File: src/rtl/gf180mcu_osu_sc_lshif_pkg.sv
// Shared definitions for the lshifdown_bank level-shifter bank: the power-sequencing
// state encoding and the counter-width helpers.
package gf180mcu_osu_sc_lshif_pkg;

  // Encoding 2'd3 is unused; the FSM treats it as ISO.
  typedef enum logic [1:0] {
    ISO    = 2'd0,
    SETTLE = 2'd1,
    ACTIVE = 2'd2
  } lshif_state_e;

  function automatic int settle_cnt_w(input int n);
    return (n <= 1) ? 1 : $clog2(n);
  endfunction

  function automatic int filt_cnt_w(input int f);
    return (f <= 0) ? 1 : $clog2(f + 1);
  endfunction

endpackage

File: src/rtl/lshifdown_bank_if.sv
// Signal bundle between the source-domain side and the lshifdown_bank core.
interface lshifdown_bank_if #(
  parameter int WIDTH = 8
);
  import gf180mcu_osu_sc_lshif_pkg::*;

  logic [WIDTH-1:0] A;
  logic             PWR_OK;
  logic             ISO_REQ;
  logic [WIDTH-1:0] Y;
  logic             READY;
  logic             ISO_ACK;
  logic             CHG;
  lshif_state_e     dbg_state;

  // No valid/ready transfer here: Y is a level, meaningful only while READY is high.
  // READY/ISO_ACK are state decodes, and CHG flags the cycle in which Y holds a new value.
  modport master (
    output A, PWR_OK, ISO_REQ,
    input  Y, READY, ISO_ACK, CHG, dbg_state
  );

  modport slave (
    input  A, PWR_OK, ISO_REQ,
    output Y, READY, ISO_ACK, CHG, dbg_state
  );

endinterface

File: src/rtl/lshif_chan_sync.sv
// Single-channel synchroniser plus optional glitch filter; produces the next output
// value for the channel given its current registered output.
module lshif_chan_sync
  import gf180mcu_osu_sc_lshif_pkg::*;
#(
  parameter int SYNC_STAGES   = 2,
  parameter int FILTER_CYCLES = 0
) (
  input  logic clk,
  input  logic rst_n,
  input  logic d,
  input  logic load,
  input  logic en,
  input  logic y,
  output logic y_nxt
);

  logic [SYNC_STAGES-1:0] sync_q, sync_d;
  logic                   s;

  always_comb sync_d = {sync_q[SYNC_STAGES-2:0], d};

  always_ff @(posedge clk or negedge rst_n) begin
    if (!rst_n) sync_q <= '0;
    else        sync_q <= sync_d;
  end

  assign s = sync_q[SYNC_STAGES-1];

  generate
    if (FILTER_CYCLES == 0) begin : g_nofilt
      assign y_nxt = (load | en) ? s : y;
    end else begin : g_filt
      localparam int            CW       = filt_cnt_w(FILTER_CYCLES);
      localparam logic [CW-1:0] CNT_LAST = CW'(FILTER_CYCLES);

      logic [CW-1:0] cnt_q, cnt_d;

      // The counter only runs while the synchronised input disagrees with Y,
      // so any return to agreement discards the partial count.
      always_comb begin
        cnt_d = '0;
        y_nxt = y;
        if (load) begin
          y_nxt = s;
        end else if (en && (s != y)) begin
          if (cnt_q == CNT_LAST) y_nxt = s;
          else                   cnt_d = cnt_q + CW'(1);
        end
      end

      always_ff @(posedge clk or negedge rst_n) begin
        if (!rst_n) cnt_q <= '0;
        else        cnt_q <= cnt_d;
      end
    end
  endgenerate

endmodule

File: src/rtl/lshifdown_bank.sv
// Multi-channel down-level-shifter bank: per-channel synchronise/filter, and a
// power-sequencing FSM that clamps Y while the source domain is not usable.
module lshifdown_bank
  import gf180mcu_osu_sc_lshif_pkg::*;
#(
  parameter int               WIDTH         = 8,
  parameter int               SYNC_STAGES   = 2,
  parameter int               SETTLE_CYCLES = 16,
  parameter int               FILTER_CYCLES = 0,
  parameter logic [WIDTH-1:0] CLAMP_VAL     = {WIDTH{1'b0}}
) (
  input logic              CLK,
  input logic              RN,
  lshifdown_bank_if.slave  bus
);

  localparam int             SCW         = settle_cnt_w(SETTLE_CYCLES);
  localparam logic [SCW-1:0] SETTLE_LAST = SCW'(SETTLE_CYCLES - 1);

  lshif_state_e     state_q, state_d;
  logic [SCW-1:0]   settle_q, settle_d;
  logic [WIDTH-1:0] y_q, y_d, y_nxt;
  logic             ready_q, ready_d;
  logic             iso_ack_q, iso_ack_d;
  logic             chg_q, chg_d;
  logic             pok_s, drop, load_w, en_w;

  lshif_chan_sync #(
    .SYNC_STAGES  (SYNC_STAGES),
    .FILTER_CYCLES(0)
  ) u_pok_sync (
    .clk  (CLK),
    .rst_n(RN),
    .d    (bus.PWR_OK),
    .load (1'b1),
    .en   (1'b0),
    .y    (1'b0),
    .y_nxt(pok_s)
  );

  for (genvar i = 0; i < WIDTH; i++) begin : g_chan
    lshif_chan_sync #(
      .SYNC_STAGES  (SYNC_STAGES),
      .FILTER_CYCLES(FILTER_CYCLES)
    ) u_chan (
      .clk  (CLK),
      .rst_n(RN),
      .d    (bus.A[i]),
      .load (load_w),
      .en   (en_w),
      .y    (y_q[i]),
      .y_nxt(y_nxt[i])
    );
  end

  assign drop = !pok_s || bus.ISO_REQ;

  // Dropping out of SETTLE takes priority over settle completion.
  always_comb begin
    state_d  = state_q;
    settle_d = '0;
    case (state_q)
      ISO:     if (!drop) state_d = SETTLE;
      SETTLE: begin
        if (drop)                         state_d = ISO;
        else if (settle_q == SETTLE_LAST) state_d = ACTIVE;
        else                              settle_d = settle_q + SCW'(1);
      end
      ACTIVE:  if (drop) state_d = ISO;
      default: state_d = ISO;
    endcase
  end

  // Outputs are decoded from the next state so clamping lands on the transition edge.
  always_comb begin
    load_w    = (state_q != ACTIVE) && (state_d == ACTIVE);
    en_w      = (state_q == ACTIVE) && (state_d == ACTIVE);
    y_d       = (state_d == ACTIVE) ? y_nxt : CLAMP_VAL;
    ready_d   = (state_d == ACTIVE);
    iso_ack_d = (state_d == ISO);
    chg_d     = (y_d != y_q);
  end

  always_ff @(posedge CLK or negedge RN) begin
    if (!RN) begin
      state_q   <= ISO;
      settle_q  <= '0;
      y_q       <= CLAMP_VAL;
      ready_q   <= 1'b0;
      iso_ack_q <= 1'b1;
      chg_q     <= 1'b0;
    end else begin
      state_q   <= state_d;
      settle_q  <= settle_d;
      y_q       <= y_d;
      ready_q   <= ready_d;
      iso_ack_q <= iso_ack_d;
      chg_q     <= chg_d;
    end
  end

  assign bus.Y         = y_q;
  assign bus.READY     = ready_q;
  assign bus.ISO_ACK   = iso_ack_q;
  assign bus.CHG       = chg_q;
  assign bus.dbg_state = state_q;

endmodule

File: src/flat_wrapper.sv
// flat-port wrapper written by rule: the top's interface ports become plain ports
module lshifdown_bank_flat import gf180mcu_osu_sc_lshif_pkg::*;
#(
  parameter int               WIDTH         = 8,
  parameter int               SYNC_STAGES   = 2,
  parameter int               SETTLE_CYCLES = 16,
  parameter int               FILTER_CYCLES = 0,
  parameter logic [WIDTH-1:0] CLAMP_VAL     = {WIDTH{1'b0}}
)
  (CLK, RN, bus_A, bus_PWR_OK, bus_ISO_REQ, bus_Y, bus_READY, bus_ISO_ACK, bus_CHG, bus_dbg_state);
  lshifdown_bank_if #(.WIDTH(WIDTH)) bus_i ();
  input logic CLK;
  input logic RN;
  input wire logic [$bits(bus_i.A)-1:0] bus_A;
  input wire logic [$bits(bus_i.PWR_OK)-1:0] bus_PWR_OK;
  input wire logic [$bits(bus_i.ISO_REQ)-1:0] bus_ISO_REQ;
  output wire logic [$bits(bus_i.Y)-1:0] bus_Y;
  output wire logic [$bits(bus_i.READY)-1:0] bus_READY;
  output wire logic [$bits(bus_i.ISO_ACK)-1:0] bus_ISO_ACK;
  output wire logic [$bits(bus_i.CHG)-1:0] bus_CHG;
  output wire logic [$bits(bus_i.dbg_state)-1:0] bus_dbg_state;
  assign bus_i.A = bus_A;
  assign bus_i.PWR_OK = bus_PWR_OK;
  assign bus_i.ISO_REQ = bus_ISO_REQ;
  assign bus_Y = bus_i.Y;
  assign bus_READY = bus_i.READY;
  assign bus_ISO_ACK = bus_i.ISO_ACK;
  assign bus_CHG = bus_i.CHG;
  assign bus_dbg_state = bus_i.dbg_state;
  lshifdown_bank #(.WIDTH(WIDTH), .SYNC_STAGES(SYNC_STAGES), .SETTLE_CYCLES(SETTLE_CYCLES), .FILTER_CYCLES(FILTER_CYCLES), .CLAMP_VAL(CLAMP_VAL)) u_core (.CLK(CLK), .RN(RN), .bus(bus_i));
endmodule
File: config.mk
export PLATFORM = sky130hd
export DESIGN_NAME = lshifdown_bank_flat
export DESIGN_NICKNAME = d
export VERILOG_FILES = /design/src/rtl/gf180mcu_osu_sc_lshif_pkg.sv /design/src/rtl/lshifdown_bank_if.sv /design/src/rtl/lshif_chan_sync.sv /design/src/rtl/lshifdown_bank.sv /design/src/flat_wrapper.sv
export SDC_FILE = /design/constraint.sdc
export NUM_CORES = 1
export LEC_CHECK = 0
export CAP_MARGIN = 30
export CORE_UTILIZATION = 51
export CTS_CLUSTER_SIZE = 14
export DETAILED_ROUTE_END_ITERATION = 8
export HOLD_SLACK_MARGIN = 0.05
export PLACE_DENSITY_LB_ADDON = 0.12
export SKIP_LAST_GASP = 1
export SLEW_MARGIN = 10
export SYNTH_ARGS = -nofsm -noshare
export SYNTH_HDL_FRONTEND = slang
export SYNTH_HIERARCHICAL = 1
export SYNTH_SLANG_ARGS = --single-unit
File: constraint.sdc
create_clock -name CLK -period 3.1 [get_ports CLK]
set_input_delay 0.465 -clock CLK [delete_from_list [all_inputs] [get_ports CLK]]
set_output_delay 0.465 -clock CLK [all_outputs]
set_load 0.05 [all_outputs]
---- Word-level counts from Yosys, hierarchy flattened ----
Index checks and enable logic that the tools add are counted.
operators by class
  add/sub/neg operators ................... 1
  equal/unequal tests ..................... 6
  muxes and demuxes ....................... 17
  bitwise logic cells ..................... 1
  reductions and logical operators ........ 6
operators with widths
  operator                                        number
  two-way mux 4 bit                               3
  two-way mux 1 bit                               8
  two-way mux 2 bit                               4
  two-way mux 8 bit                               1
  inequality test 8 bit                           1
  case mux 2 bit (3 select lines)                 1
  adder 4 x 1 -> 4 bit (second input constant)    1
  == test 2 bit (second input constant)           2
  == test 4 bit (second input constant)           1
  zero test 2 bit                                 2
  == test 2 x 1 -> 1 bit (second input constant)  1
  logical AND 1 bit                               2
  inequality test 2 bit (second input constant)   1
  zero test 1 bit                                 1
  logical OR 1 bit                                1
  OR 1 bit                                        1
storage, ports and cells
  register bits after elaboration ......... 35
  input port bits ......................... 12
  output and inout bits ................... 13

---- Logic depth before layout (Yosys ltp) ----
  depth after elaboration ................. 10
  mapped depth ............................ 10
  depth with buffers taken out ............ 10

---- By module ----
Netlist, hierarchy kept.
modules (own cells, without submodules)
  module           times used  cells each  area each (um2)  sequential area each (um2)
  lshifdown_bank   1           83          847.1            426.7
  lshif_chan_sync  9           4           65.1             50.0

---- Worst setup path before layout ----
No wires, ideal clock.
  kind .................................... reg-to-reg
  start point ............................. register u_core.state_q[1], in the netlist u_core/bus.dbg_state[1]
  end point ............................... register u_core.chg_q, in the netlist u_core/bus.CHG
  library setup time ...................... 0.141 ns
  arrival time ............................ 2.351 ns
  setup slack ............................. 0.609 ns
  stages on the path, launching flop included .. 9
  path buffers ............................ 0
  clock period less this slack ............ 2.491 ns
  cell sequence ........................... dfrtp_1 nand4bb_4 nor2_1 nor2_1 mux2_1 nor4bb_1 a31oi_1 o221ai_1 o2111ai_1
between the ends
  cells in the longest elaborated chain, start to end .. 9
  elaborated cells on any way between the ends .. 23
ends and longest elaborated chain
  item                             line                   text
  start: declaration               lshifdown_bank.sv:20   lshif_state_e state_q, state_d;
  start signal: assignment         lshifdown_bank.sv:93   state_q <= state_d;
  two-way mux 2 bit                lshifdown_bank.sv:66   else if (settle_q == SETTLE_LAST) state_d = ACTIVE;
  two-way mux 2 bit                lshifdown_bank.sv:65   if (drop) state_d = ISO;
  case mux 2 bit (3 select lines)  lshifdown_bank.sv:62   case (state_q)
  == test 2 bit                    lshifdown_bank.sv:76   load_w = (state_q != ACTIVE) && (state_d == ACTIVE);
  logical AND 1 bit *              lshifdown_bank.sv:76
  named net u_core.load_w          lshifdown_bank.sv:26   logic pok_s, drop, load_w, en_w;
  OR 1 bit *                       lshif_chan_sync.sv:32  assign y_nxt = (load | en) ? s : y;
  two-way mux 1 bit *              lshif_chan_sync.sv:32
  named net u_core.y_nxt[4]        lshifdown_bank.sv:22   logic [WIDTH-1:0] y_q, y_d, y_nxt;
  two-way mux 8 bit *              lshifdown_bank.sv:78   y_d = (state_d == ACTIVE) ? y_nxt : CLAMP_VAL;
  inequality test 8 bit *          lshifdown_bank.sv:81   chg_d = (y_d != y_q);
  named net u_core.chg_d           lshifdown_bank.sv:25   logic chg_q, chg_d;
  end signal: assignment           lshifdown_bank.sv:98   chg_q <= chg_d;
  end: declaration                 lshifdown_bank.sv:25
The timed path passes the listed nets; every way through them passes the cells marked *.

---- Final worst setup path ----
  start point ............................. input port bus_ISO_REQ
  end point ............................... register u_core.chg_q, in the netlist u_core/bus.CHG
between the ends
  cells in the longest elaborated chain, start to end .. 9
  elaborated cells on any way between the ends .. 19
ends and longest elaborated chain
  item                                         line                                                              text
  start: declaration                           flat_wrapper.sv:16                                                input wire logic [$bits(bus_i.ISO_REQ)-1:0] bus_ISO_REQ;
  logical OR 1 bit *                           lshifdown_bank.sv:56                                              assign drop = !pok_s || bus.ISO_REQ;
  two-way mux 2 bit, on equally long branches  lshifdown_bank.sv:69, lshifdown_bank.sv:63, lshifdown_bank.sv:65
  case mux 2 bit (3 select lines) *            lshifdown_bank.sv:62
  == test 2 bit *                              lshifdown_bank.sv:77                                              en_w = (state_q == ACTIVE) && (state_d == ACTIVE);
  logical AND 1 bit *                          lshifdown_bank.sv:77
  named net u_core.en_w                        lshifdown_bank.sv:26
  OR 1 bit *                                   lshif_chan_sync.sv:32
  two-way mux 1 bit *                          lshif_chan_sync.sv:32
  named net u_core.y_nxt[2]                    lshifdown_bank.sv:22
  two-way mux 8 bit *                          lshifdown_bank.sv:78
  inequality test 8 bit *                      lshifdown_bank.sv:81
  named net u_core.chg_d                       lshifdown_bank.sv:25
Marked as above.

==> metrics.txt <==
status complete, no violations; Hold Fails Final Rpt 0; WS Path Type in2reg; Area contributors post-synth dfrtp_1 59%, mux2_1 7.1%, nor2_1 6.3%, nor2b_1 3.5%, xnor2_1 3.1%; Total GRT Usage 18.8%; DR WL/cell 12.9 um; detailed-route wire length 2360 um; Reg clk slew, reported paths 0.10 ns; sequential element share of the synthesized area 61.2%; final worst setup slack 0.563 ns; synthesized netlist cell count 119; Cell variety after synth 24; Nets 165; # hold bufs at CTS 0; PwrDens 419 nW/um^2; minimum clock period 2.54 ns; Core ar. 2570 um^2; routed vias 956; clock latency on the worst-skew pair 0.33 ns; vias in the first global route 857; initial antenna violation count 0; synth warn 6; pre-CTS WS 0.247 ns; R2R Path Start u_core/u_pok_sync/sync_q[1]$_DFF_PN0_; Slew headroom 66.7%; Max Cap Violations 0; hold depth 0; Num CTS Buffers 5; crit share post-route 81.8%; post-CTS setup buffer count 0; P_leak 0.793 nW; I/O Buffers 24; Initial Utilization 55.8%; TritonCTS clock tree yes; layout cell share with drive strength beyond 1 7.84%; unrepaired setup endpoints after global routing false; Mapped Area 1430 um^2; Clock Root Buffer clkbuf_4; CP Launch Type input port; total gr overflow 0; area grow syn2layout 23.8%; syn_area_per_cell 12.0 um^2; CTS Sinks 35; most common cell after layout, fill and taps aside dfrtp_1; Site Rows 18; Die Span X 55 um; hold crit path type reg2reg; Die H 55 um; cts repair resizes 0; skew final 0.00568 ns; CP Data Required Time 3.30 ns; # fillers 211; number of nets still failing antenna checks after routing 0; Yosys top cell area share 59.4%; Max FO, Critical Path 8; Fmax 394 MHz; drt first pass iters 4; Slew Viols, Final 0; die area 3030 um^2; first-pass GRT wire length 3680 um; pin count of the biggest net entering global routing 36; Residual DRC 0; Yosys top cell by area dfrtp_1; Worst Min Path Start u_core/g_chan[0].u_chan/sync_q[0]$_DFF_PN0_; I/O pin count 25; worst r2r path cells 10; Final Hold Slack 0.350 ns; Peak supply drop 0.361 mV; DR iter-0 viols 13; gpl congestion 0.797; diode count 0; CP endpoint kind register; CP Launch Point bus_ISO_REQ; Worst Path Arrival 2.74 ns; Yosys reg bits 35; CTS Buffer Depth 2; DR vias/cell 5.22; final setup violating endpoints 0; placed cell count 175; CTS H-tree lvls 2; DPL Wire Length 1640 um; Slew @ Worst Pin 0.498 ns; most frequent cells in the layout 34 x dfrtp_1, 24 x clkdlybuf4s50_1, 24 x nor2_1; total negative slack 0 ns; Final Instance Count excl. Fillers 183
routing by layer:
metal	up-vias	track usage [%]	wire, um
met1	451	22.0	1070
met5	-	0	0
li1	469	-	-
met2	28	28.3	1100
met4	0	8.75	59
met3	8	10.1	128
Yosys cell counts, drive strengths merged:
cell type,instances
ha,1
o2111ai,1
nand3,2
a211o,1
inv,6
buf,1
dfrtp,34
nor4,1
nor2,24
nand2,6
mux2,9
conb,2
nand4bb,2
dfstp,1
nor2b,8
xor2,1
o221ai,3
o21a,2
nand2b,1
xnor2,5
nor4bb,4
a31oi,4
state kept, by name, indices dropped and copies added, names as in the netlist:
| signal | flops |
|---|---|
| u_core/u_pok_sync/sync_q | 2 |
| u_core/bus.ISO_ACK | 1 |
| u_core/settle_q | 4 |
| u_core/bus.READY | 1 |
| u_core/g_chan.u_chan/sync_q | 16 |
| u_core/bus.CHG | 1 |
| u_core/bus.Y | 8 |
| u_core/bus.dbg_state | 2 |
cell type report:
class / instances / area, um^2 / share of cell area (%)
inverters: 6 / 22.5 / 1.27
multi-input cells: 78 / 532 / 30.0
clock buffers: 7 / 45.0 / 2.54
repair buffers: 26 / 255 / 14.4
flip-flops and latches: 35 / 877 / 49.4
clock inverters: 1 / 5.00 / 0.282
well taps: 30 / 37.5 / 2.12
cells by family (layout without fill, tap and decap cells):
logic type | count (synthesis) | after routing | synth area share (%)
adders and majority gates | 1 | 1 | 0.873
other | 2 | 3 | 0.524
buffers and inverters | 7 | 40 | 1.92
DFF | 35 | 35 | 61.2
xor gates and xnor gates | 6 | 6 | 3.67
AOI/OAI and AO/OA | 11 | 11 | 5.94
and+or+nand+nor | 48 | 48 | 18.8
muxes | 9 | 9 | 7.07
worst paths after layout:
kind | to | slack [ns]
max | u_core/bus.CHG$_DFF_PN0_ | 0.56
min in group asynchronous | u_core/bus.dbg_state[0]$_DFF_PN0_ | 0.53
max in group asynchronous | u_core/bus.ISO_ACK$_DFF_PN1_ | 2.24
max reg2reg | u_core/bus.CHG$_DFF_PN0_ | 0.59
min reg2reg | u_core/g_chan[0].u_chan/sync_q[1]$_DFF_PN0_ | 0.35
min | u_core/g_chan[0].u_chan/sync_q[1]$_DFF_PN0_ | 0.35
worst max-delay path, cell delays in order:
cell,delay [ns]
clkdlybuf4s50_1,0.47
nand4bb_2,0.34
inv_1,0.23
nor2_1,0.09
mux2_1,0.36
nor4bb_1,0.32
a31oi_1,0.07
o221ai_1,0.24
o2111ai_1,0.16
metrics by stage:
step	total power, W	util [%]	area, um^2
global route	0.000786	69.1	1770
CTS	0.000754	69.1	1770
global placement	0.000525	67.2	1720
floorplan	0.000497	-	1440
finish	0.000744	69.1	1770
detailed placement	0.000527	67.2	1720
where the power goes:
part           leakage [nW]  switching, W  internal (W)   total, W
Combinational         0.321     0.0000213     0.0000200  0.0000413
Clock                0.0293      0.000139     0.0000883   0.000227
Sequential            0.443    0.00000482      0.000471   0.000475
Total                 0.793      0.000165      0.000579   0.000744
(Power assumes the default switching activity.)
